--- src/rtl/div_pkg.sv ---
// Shared constants for the iterative divider: FSM encoding and result layout.
package div_pkg;

  // FSM state encoding (2 bits).
  localparam logic [1:0] FREE   = 2'd0;
  localparam logic [1:0] BYZERO = 2'd1;
  localparam logic [1:0] ON     = 2'd2;
  localparam logic [1:0] END    = 2'd3;

  // result_o is split into two WIDTH-bit halves: quotient low, remainder high.
  localparam int QUOT_HALF = 0;
  localparam int REM_HALF  = 1;

endpackage

--- src/rtl/div_step.sv ---
// One restoring-division step: shift the next dividend bit into the partial
// remainder, trial-subtract the divisor, and keep the difference only if it
// did not go negative.
module div_step #(
  parameter int WIDTH = 32
) (
  input  logic [WIDTH-1:0] rem_in,
  input  logic             shift_in,
  input  logic [WIDTH-1:0] divisor,
  output logic             q_bit,
  output logic [WIDTH-1:0] rem_out
);

  logic [WIDTH:0] partial;
  logic [WIDTH:0] trial;

  // Trial subtract; bit WIDTH of the difference is the borrow (partial < divisor).
  always_comb begin
    partial = {rem_in, shift_in};
    trial   = partial - {1'b0, divisor};
    q_bit   = ~trial[WIDTH];
    rem_out = trial[WIDTH] ? partial[WIDTH-1:0] : trial[WIDTH-1:0];
  end

endmodule

--- src/rtl/div_unit.sv ---
// Multi-cycle signed/unsigned divider for the execute stage. Operands are
// captured once, divided as magnitudes over WIDTH restoring steps, then
// sign-corrected. busy_o is the stall request; ready_o/result_o are held
// until the requester drops start_i.
//
// Handshake: start_i is a level request that stays high until the result is
// consumed. A capture happens on the edge where the unit is FREE, start_i=1
// and annul_i=0. ready_o=1 marks result_o valid and both hold while start_i
// stays high; the first edge with start_i=0 consumes the result. annul_i
// cancels everything on the next edge and wins over start_i.
module div_unit
  import div_pkg::*;
#(
  parameter int WIDTH = 32
) (
  input  logic               clk,
  input  logic               rst,
  input  logic               signed_div_i,
  input  logic [WIDTH-1:0]   opdata1_i,
  input  logic [WIDTH-1:0]   opdata2_i,
  input  logic               start_i,
  input  logic               annul_i,
  output logic [2*WIDTH-1:0] result_o,
  output logic               ready_o,
  output logic               busy_o,
  output logic [1:0]         dbg_state
);

  // Counter needs to reach WIDTH: values 0..WIDTH-1 are steps, WIDTH is the fixup cycle.
  localparam int CW = $clog2(WIDTH + 1);

  logic [1:0]       state;
  logic [CW-1:0]    cnt;
  logic [WIDTH-1:0] quot;     // dividend shifting out, quotient shifting in
  logic [WIDTH-1:0] rem;
  logic [WIDTH-1:0] divisor;
  logic             neg_q;
  logic             neg_r;

  logic             q_bit;
  logic [WIDTH-1:0] rem_step;
  logic [WIDTH-1:0] op1_mag;
  logic [WIDTH-1:0] op2_mag;
  logic [WIDTH-1:0] quot_fix;
  logic [WIDTH-1:0] rem_fix;
  logic [2*WIDTH-1:0] result_next;

  div_step #(.WIDTH(WIDTH)) u_step (
    .rem_in   (rem),
    .shift_in (quot[WIDTH-1]),
    .divisor  (divisor),
    .q_bit    (q_bit),
    .rem_out  (rem_step)
  );

  // Operand magnitudes at capture, sign fixup at the end, and result packing.
  always_comb begin
    op1_mag  = (signed_div_i && opdata1_i[WIDTH-1]) ? -opdata1_i : opdata1_i;
    op2_mag  = (signed_div_i && opdata2_i[WIDTH-1]) ? -opdata2_i : opdata2_i;
    quot_fix = neg_q ? -quot : quot;
    rem_fix  = neg_r ? -rem : rem;
    result_next = '0;
    result_next[QUOT_HALF*WIDTH +: WIDTH] = quot;
    result_next[REM_HALF*WIDTH +: WIDTH]  = rem;
  end

  // Stall request: working states, or a request about to be captured.
  assign busy_o    = (state == BYZERO) || (state == ON) || ((state == FREE) && start_i);
  assign dbg_state = state;

  // FSM, step counter and datapath registers; annul_i overrides every state.
  always_ff @(posedge clk or negedge rst) begin
    if (!rst) begin
      state    <= FREE;
      cnt      <= '0;
      quot     <= '0;
      rem      <= '0;
      divisor  <= '0;
      neg_q    <= 1'b0;
      neg_r    <= 1'b0;
      result_o <= '0;
      ready_o  <= 1'b0;
    end else if (annul_i) begin
      state    <= FREE;
      cnt      <= '0;
      result_o <= '0;
      ready_o  <= 1'b0;
    end else begin
      case (state)
        FREE: begin
          if (start_i) begin
            quot    <= op1_mag;
            divisor <= op2_mag;
            rem     <= '0;
            cnt     <= '0;
            neg_q   <= signed_div_i && (opdata1_i[WIDTH-1] ^ opdata2_i[WIDTH-1]);
            neg_r   <= signed_div_i && opdata1_i[WIDTH-1];
            state   <= (opdata2_i == '0) ? BYZERO : ON;
          end
        end
        BYZERO: begin
          quot  <= '0;
          rem   <= '0;
          neg_q <= 1'b0;
          neg_r <= 1'b0;
          state <= END;
        end
        ON: begin
          if (cnt == CW'(WIDTH)) begin
            quot  <= quot_fix;
            rem   <= rem_fix;
            state <= END;
          end else begin
            rem  <= rem_step;
            quot <= {quot[WIDTH-2:0], q_bit};
            cnt  <= cnt + CW'(1);
          end
        end
        END: begin
          if (start_i) begin
            result_o <= result_next;
            ready_o  <= 1'b1;
          end else begin
            ready_o <= 1'b0;
            state   <= FREE;
          end
        end
        default: state <= FREE;
      endcase
    end
  end

endmodule

--- config.mk ---
export PLATFORM = sky130hd
export DESIGN_NAME = div_unit
export DESIGN_NICKNAME = d
export VERILOG_FILES = /design/src/rtl/div_pkg.sv /design/src/rtl/div_step.sv /design/src/rtl/div_unit.sv
export SDC_FILE = /design/constraint.sdc
export NUM_CORES = 1
export LEC_CHECK = 0
export CORE_ASPECT_RATIO = 1.1
export CORE_MARGIN = 8
export CORE_UTILIZATION = 62
export DETAILED_ROUTE_END_ITERATION = 8
export MAX_ROUTING_LAYER = met4
export PLACE_DENSITY = 0.84
export SETUP_SLACK_MARGIN = 0.4
export SLEW_MARGIN = 0
export SYNTH_ARGS = -nofsm -noshare
export SYNTH_HDL_FRONTEND = slang
export SYNTH_HIERARCHICAL = 1
export SYNTH_SLANG_ARGS = --single-unit
--- constraint.sdc ---
create_clock -name clk -period 8.1 [get_ports clk]
set_clock_uncertainty 0.2 [all_clocks]
set_input_delay 1.62 -clock clk [delete_from_list [all_inputs] [get_ports clk]]
set_output_delay 1.62 -clock clk [all_outputs]
set_load 0.005 [all_outputs]
After elaboration in Yosys (flattened, before gate mapping). Cells that the tools add are included.

Shift-type cells: 0. Add/subtract/negate cells: 6. Div/mod/pow operators: 0. Magnitude comparators: 0. Muxes and demuxes: 31. Bitwise operators: 3. Multiply operators: 0. Equal/unequal tests: 11. Reduce and logical (&&, ||, !) cells: 20.

Operator list (number): two-way mux 32 bit (9); two-way mux 64 bit (3); case mux 32 bit (3 select lines) (2); negation 32 bit (4); subtractor 33 x 32 -> 33 bit (1); zero test 32 bit (1); two-way mux 6 bit (3); != test 3 bit, second input constant (5); case mux 6 bit (2 select lines) (1); AND reduction 3 bit (4); two-way mux 2 bit (5); case mux 2 bit (4 select lines) (1); AND reduction 4 bit (2); adder 6 x 1 -> 6 bit, second input constant (1); == test 6 bit, second input constant (1); nonzero test 2 bit (3); nonzero test 3 bit (2); two-way mux 1 bit (5); == test 2 bit, second input constant (2); logical AND 1 bit (4); case mux 1 bit (2 select lines) (2); != test 3 x 2 -> 1 bit, second input constant (1); == test 2 x 1 -> 1 bit, second input constant (1); zero test 2 bit (1); 5 further kinds (7).

Input port bits: 69. Memories: 0. Bits in latches: 0. Register bits: 171. Output and inout port bits: 68. Bits in read-only memories: 0. Word-level logic and storage cells: 80. RAM bits: 0.

Longest topological paths before layout. Gate-level depths: netlist (run 1).

Depth after elaboration: 5. Depth in mapped cells: 17. Depth with buffers taken out: 16.

By module. The synthesis (run 1) kept the hierarchy.

Modules (own cells, without submodules): div_unit (times used 1, cells each 1095, seq. area each 4279.1 um^2, area each 9781.9 um^2); div_step (times used 1, cells each 311, seq. area each 0.0 um^2, area each 2255.9 um^2).

Worst setup path before layout (run 1). OpenSTA, ideal clock, no wires.

Path kind: input -> register. From: in opdata1_i[15]. To: reg quot[27]. Stages on the path: 6. Path slack: 4428 ps. Library setup time: 136 ps. Arrival: 3336 ps. Required time: 7764 ps. Buffers on the path: 0. Cell sequence: or4_1 nor4_1 nand4_1 o31ai_1 xor2_1 o22ai_1.

Longest elaborated chain between the ends: 4.

RTL lines: from (decl) (line div_unit.sv:19) `input logic [WIDTH-1:0] opdata1_i,`; negation 32 bit (line div_unit.sv:58) `op1_mag = (signed_div_i && opdata1_i[WIDTH-1]) ? -opdata1_i : opdata1_i;`; two-way mux 32 bit (line div_unit.sv:58); two-way mux 32 bit (line div_unit.sv:91) `if (start_i) begin`; case mux 32 bit (3 select lines) (line div_unit.sv:89) `case (state)`; to (signal assigned) (line div_unit.sv:92) `quot <= op1_mag;`; to (signal assigned) (line div_unit.sv:110) `quot <= quot_fix;`; to (signal assigned) (line div_unit.sv:115) `quot <= {quot[WIDTH-2:0], q_bit};`; to (decl) (line div_unit.sv:34) `logic [WIDTH-1:0] quot;`.

No other way between the ends. The select of a mux whose other input is x is not followed. A chain may end at the register's enable or synchronous reset.

Worst setup path after layout (run 1).
From: reg state[0] (netlist: dbg_state[0]). To: out busy_o.

Longest elaborated chain between the ends: 3. Elaborated cells between the ends (all ways): 6.

RTL lines: from (decl) (line div_unit.sv:32) `logic [1:0] state;`; from (signal assigned) (line div_unit.sv:98) `state <= (opdata2_i == '0) ? BYZERO : ON;`; == test 2 x 1 -> 1 bit (tied with other cells) (line div_unit.sv:68) `assign busy_o = (state == BYZERO) || (state == ON) || ((state == FREE) && start_i);`; logical OR 1 bit / logical AND 1 bit (equally long branches) (line div_unit.sv:68); logical OR 1 bit * (line div_unit.sv:68); to (decl) (line div_unit.sv:25) `output logic busy_o,`.

Every way passes the cells marked *; elsewhere a longest branch is shown, timed or not.

==> results.cfg, run 1 <==
[power_and_ir_drop]
peakVddDrop_mv = 0.507
power_density_nw_per_um2 = 434
p_leak_nw = 6.01
totalPowerFinal_mw = 6.11

[sta]
hold_ws_ns = 0.281
min_period_over_period_pct = 61.2
grt_setup_unrepaired = false
worst_slack_ns = 3.14
finalSetupTns_ns = 0
hold_violations = 0
worst_pin_slew_ns = 1.04
min_period_ns = 4.96
setup_viol = 0
max_freq_mhz = 202
slew_violations = 0
slew_headroom_pct = 28.6

[clock_tree]
clkTransAtPathRegs_ns = 0.07
clk_latency_ns = 0.45
ctsHoldBuffers = 0
cts_setup_buffers = 0
cts_buffers = 17
root_buffer = clkbuf_16
clkSinkCount = 171
htreeDepth = 4
cts_tree = yes
post_cts.resized_instances = 0
clockBufferDepth = 2

[worst_hold_path]
hold_class = reg2reg
min_to = divisor[30]$_DFFE_PN0P_
min_from = divisor[30]$_DFFE_PN0P_
whs_path_depth = 2

[final_layout]
drive_above_1_share_pct = 6.07
final_common_cell = dfrtp_1
areaGrowthSynthToFinish_pct = 17.0
num_antenna_cells = 0
final_util_pct = 73.7
layout_common_cells = dfrtp_1 (171), o21ai_0 (138), clkdlybuf4s50_1 (135)
fillers = 1478
final_area_um2 = 14100
nets = 1600
fin_cells = 1747

[placed_design]
preCtsSetupSlack_ns = 3.29
place_area_um2 = 13500
gp_congestion = 0.977
dp_hpwl_mm = 26.4
numPortBuffers = 136
dp.cells = 1715

[critical_path]
r2r_start = quot[31]$_DFFE_PN0P_
r2r_slack_ns = 3.26
crit_required_ns = 6.28
startpoint_type = register
cp-end-kind = output port
rr_endpoint = rem[18]$_DFFE_PN0P_
worstPathMaxFanout = 17
worst_ep_arrival_time_ns = 3.14
worstRegToRegCells = 16
crit_type = reg2out

[detailed_routing]
drc = 0
ant_nets = 0
initialDrtViolationCount = 979
wl_per_cell_um = 21.2
dr.pass1.iters = 5
routed_wl_mm = 37.0
viasPerCell = 6.74
vias = 11800

[yosys]
synth-seq-cells = 171
yosysWarnings = 6
syn_inst = 1406
synth_top_area_share_pct = 35.5
synth-main-ff-cell = dfrtp_1
avgSynthCellArea_um2 = 8.56
yosys-top-cells-area = dfrtp_1 (36%), o21ai_0 (5.7%), a22o_1 (4.9%)
synth_top_area_cell = dfrtp_1
netlist_area_um2 = 12000
syn_nets = 1519
synth_cell_types = 85
synth_edf_count = 0
async_flop_share_pct = 100
synth-seq-area-share_pct = 35.5

[global_routing]
use_met2_pct = 53.0
grt-busiest-layer = met2
grt_pass1_wl_mm = 59.2
grt_max_degree = 101
grt_pass1_vias = 11600
grt_util_met3_pct = 4.40
grt_overflow = 0
grt_use_total_pct = 31.1
antenna_found_initial = 0
grt_use_met1_pct = 34.3

[floorplanning]
die_w_um = 149
die_y_um = 162
die_area_um2 = 24100
boundaryPins = 137
start_util_pct = 63.0
num_rows = 53
core_um2 = 19100

[run]
drv_cap = 0

[run_status]
outcome = complete, no violations
[state kept, by name (all words and copies together), names as in the netlist]
name / count
cnt: 6
dbg_state: 2
divisor: 32
neg_q: 1
neg_r: 1
quot: 32
ready_o: 1
rem: 32
result_o: 64
[critical path: stages, from the launching register on]
cell and delay, ns:
dfrtp_1 0.47, inv_1 0.14, ha_1 0.76, clkinv_1 0.64, nand2_1 0.18, clkdlybuf4s50_1 0.52
[metal layers]
| layer | share of wire [%] | wire length [µm] |
|---|---|---|
| met5 | 0 | 0 |
| met3 | 5.8 | 2150 |
| met2 | 51 | 18700 |
| met1 | 38 | 14200 |
| met4 | 5.3 | 1950 |
[kinds of logic after synthesis]
kind of cell	Yosys count	share of synthesized area, %
compound gates	474	26.0
mux	28	3.14
xor+xnor	91	6.62
simple gates	447	19.1
flops	171	35.5
fa+ha+maj	44	4.64
buf+inv	151	4.93
[worst max-delay path by stage]
stage / start / to / slack (ns) / cells past startpoint
after floorplan: opdata1_i[15] / quot[27]$_DFFE_PN0P_ / 4.43 / 6
after global placement: start_i / busy_o / 3.32 / 4
after detailed placement: start_i / busy_o / 3.29 / 4
after CTS: dbg_state[0]$_DFFE_PN0P_ / busy_o / 3.21 / 5
after global routing: quot[31]$_DFFE_PN0P_ / rem[16]$_DFFE_PN0P_ / 2.90 / 16
final: dbg_state[0]$_DFFE_PN0P_ / busy_o / 3.14 / 5
[synth_stat cells, drive strengths merged (29+ instances only)]
library cell	n
nor3	57
xnor2	56
o21ai	152
nand3	31
xor2	35
dfrtp	171
nor2	93
nor4	29
nand2	114
a22o	67
inv	62
clkbuf	79
a21oi	83
ha	43
[layout make-up]
| cell class | count | area [µm²] | area share (%) |
|---|---|---|---|
| clock inverters | 15 | 174 | 1.24 |
| flip-flops and latches | 171 | 4280 | 30.4 |
| multi-input cells | 1084 | 7190 | 51.1 |
| repair buffers | 149 | 1460 | 10.4 |
| well taps | 247 | 309 | 2.19 |
| inverters | 64 | 240 | 1.71 |
| clock buffers | 17 | 425 | 3.02 |
[report_power, final]
part / leakage, nW / switching [mW] / internal, mW
Combinational: 3.44 / 2.24 / 1.54
Clock: 0.284 / 0.422 / 0.416
Sequential: 2.28 / 0.418 / 1.07
Total: 6.01 / 3.08 / 3.03
(Power assumes the default switching activity.)
==> run 2: changes to the inputs <==
--- a/config.mk
+++ b/config.mk
@@ -7,10 +7,10 @@
 export LEC_CHECK = 0
 export CORE_ASPECT_RATIO = 1.1
 export CORE_MARGIN = 8
-export CORE_UTILIZATION = 62
+export CORE_UTILIZATION = 58
 export DETAILED_ROUTE_END_ITERATION = 8
 export MAX_ROUTING_LAYER = met4
-export PLACE_DENSITY = 0.84
+export PLACE_DENSITY = 0.79
 export SETUP_SLACK_MARGIN = 0.4
 export SLEW_MARGIN = 0
 export SYNTH_ARGS = -nofsm -noshare
==> constraint.sdc (replaced) <==
create_clock -name clk -period 4.96 [get_ports clk]
set_clock_uncertainty 0.2 [all_clocks]
set_input_delay 0.992 -clock clk [delete_from_list [all_inputs] [get_ports clk]]
set_output_delay 0.992 -clock clk [all_outputs]
set_load 0.005 [all_outputs]
==> results.cfg, run 2 (same netlist as run 1, synthesis figures left out) <==
[power_and_ir_drop]
power_density_nw_per_um2 = 701
peakVddDrop_mv = 0.540
p_leak_nw = 6.05

[clock_tree]
cts_tree = yes
clockBufferDepth = 2
htreeDepth = 4
cts_setup_buffers = 0
ctsHoldBuffers = 0
root_buffer = clkbuf_16
clk_latency_ns = 0.44
clkSinkCount = 171
cts_buffers = 17
clkTransAtPathRegs_ns = 0.08
post_cts.resized_instances = 0

[final_layout]
layout_common_cells = dfrtp_1 (171), o21ai_0 (138), clkdlybuf4s50_1 (135)
final_common_cell = dfrtp_1
drive_above_1_share_pct = 6.63
largest_reg_flops = 64
fillers = 1690
nets = 1609
num_antenna_cells = 0
areaGrowthSynthToFinish_pct = 17.6
largest_register = result_o

[sta]
grt_setup_unrepaired = false
worst_slack_ns = 0.807
setup_viol = 0
slew_headroom_pct = 37.0
hold_violations = 0
finalSetupTns_ns = 0
worst_pin_slew_ns = 0.945
min_period_ns = 4.15
slew_violations = 0
max_freq_mhz = 241
min_period_over_period_pct = 83.7

[critical_path]
crit_chain = inv_1 > ha_1 > fa_1 > and2b_1 > o2111ai_1 > a21oi_2 > o2111ai_1 > a211oi_2 > nor2_2 > mux2i_1 > and2_4 > inv_2 > mux2_4 > a221o_1
r2r_slack_ns = 0.81
crit_type = reg2reg
cp-end-kind = register
startpoint_type = register
cpPeakStageDelay_ns = 0.52
cpMaxStageDelayCell = inv_2
worstPathMaxFanout = 22
crit_top_cell = o2111ai_1
crit_required_ns = 5.09
worst_ep_arrival_time_ns = 4.28

[detailed_routing]
viasPerCell = 6.53
dr.pass1.iters = 5
drc = 0
initialDrtViolationCount = 857
wl_per_cell_um = 20.9
ant_nets = 0
routed_wl_mm = 37.0
vias = 11500

[placed_design]
gp_congestion = 0.928
preCtsSetupSlack_ns = 0.867
dp_hpwl_mm = 26.8
numPortBuffers = 136

[global_routing]
grt_pass1_vias = 11600
antenna_found_initial = 0
grt_use_total_pct = 29.7
grt_max_degree = 83
grt_overflow = 0
grt_pass1_wl_mm = 60.3

[floorplanning]
num_rows = 55
core_um2 = 20500
die_w_um = 153
start_util_pct = 58.7
boundaryPins = 137
die_area_um2 = 25600
die_y_um = 167

[run_status]
outcome = complete, no violations

[worst_hold_path]
hold_class = reg2reg

[run]
drv_cap = 0
-- run 2: cell count changes in the layout (fill, tap and decap cells not counted) --
cell,previous run,this run
clkinvlp_4,2,3
buf_4,13,21
clkinv_4,3,0
clkinv_2,0,1
inv_8,3,5
clkinv_8,4,3
buf_12,0,1
clkbuf_8,0,1
inv_12,1,0
-- run 2: worst max-delay path: cells and delay by family (launching register included) --
family | cells | cell delay, ns
AND/OR/NAND/NOR | 3 | 0.54
multiplexers | 2 | 0.49
adder cells (fa/ha/maj) | 2 | 0.61
flip-flops | 1 | 0.40
buffers and inverters | 2 | 0.58
AO/OA/AOI/OAI | 5 | 1.21
-- run 2: metrics by stage --
stage	std cells	power [mW]	cell area, µm²	utilization, %	hold WS, ns
after global placement	1733	8.34	13600	66.2	0.262
final	1765	9.92	14200	69.1	0.280
after global routing	1765	10.6	14200	69.1	0.306
after floorplan	1406	6.92	12000	-	0.250
after CTS	1765	9.84	14200	69.1	0.285
after detailed placement	1733	8.45	13600	66.2	0.270
-- run 2: cell type report --
| type | count | area, µm² | share of cell area [%] |
|---|---|---|---|
| clock inverter | 14 | 150 | 1.06 |
| tap | 256 | 320 | 2.26 |
| multi-input combinational | 1084 | 7190 | 50.8 |
| clock buffer | 18 | 439 | 3.10 |
| sequential | 171 | 4280 | 30.2 |
| inverter | 64 | 240 | 1.70 |
| timing repair buffer | 158 | 1540 | 10.9 |
-- run 2: per-layer routing --
layer / share of wire, % / track usage (%) / up-vias
met5: 0 / - / -
met4: 5.7 / 18.3 / 0
met3: 4.7 / 4.12 / 142
met2: 50 / 50.4 / 467
met1: 39 / 32.8 / 5530
li1: - / - / 5381
-- run 2: path summary, 6_finish.rpt --
check,from,end,cells after the start
max,quot[31]$_DFFE_PN0P_,rem[22]$_DFFE_PN0P_,14
min,divisor[19]$_DFFE_PN0P_,divisor[19]$_DFFE_PN0P_,2
max reg2reg,quot[31]$_DFFE_PN0P_,rem[22]$_DFFE_PN0P_,14
min reg2reg,divisor[19]$_DFFE_PN0P_,divisor[19]$_DFFE_PN0P_,2
max in group asynchronous,rst,quot[5]$_DFFE_PN0P_,2
min in group asynchronous,rst,divisor[25]$_DFFE_PN0P_,1
-- run 2: power breakdown --
group	switching, mW	total, mW	internal, mW
clock network	0.665	1.35	0.686
registers	0.664	2.42	1.75
logic	3.60	6.16	2.55
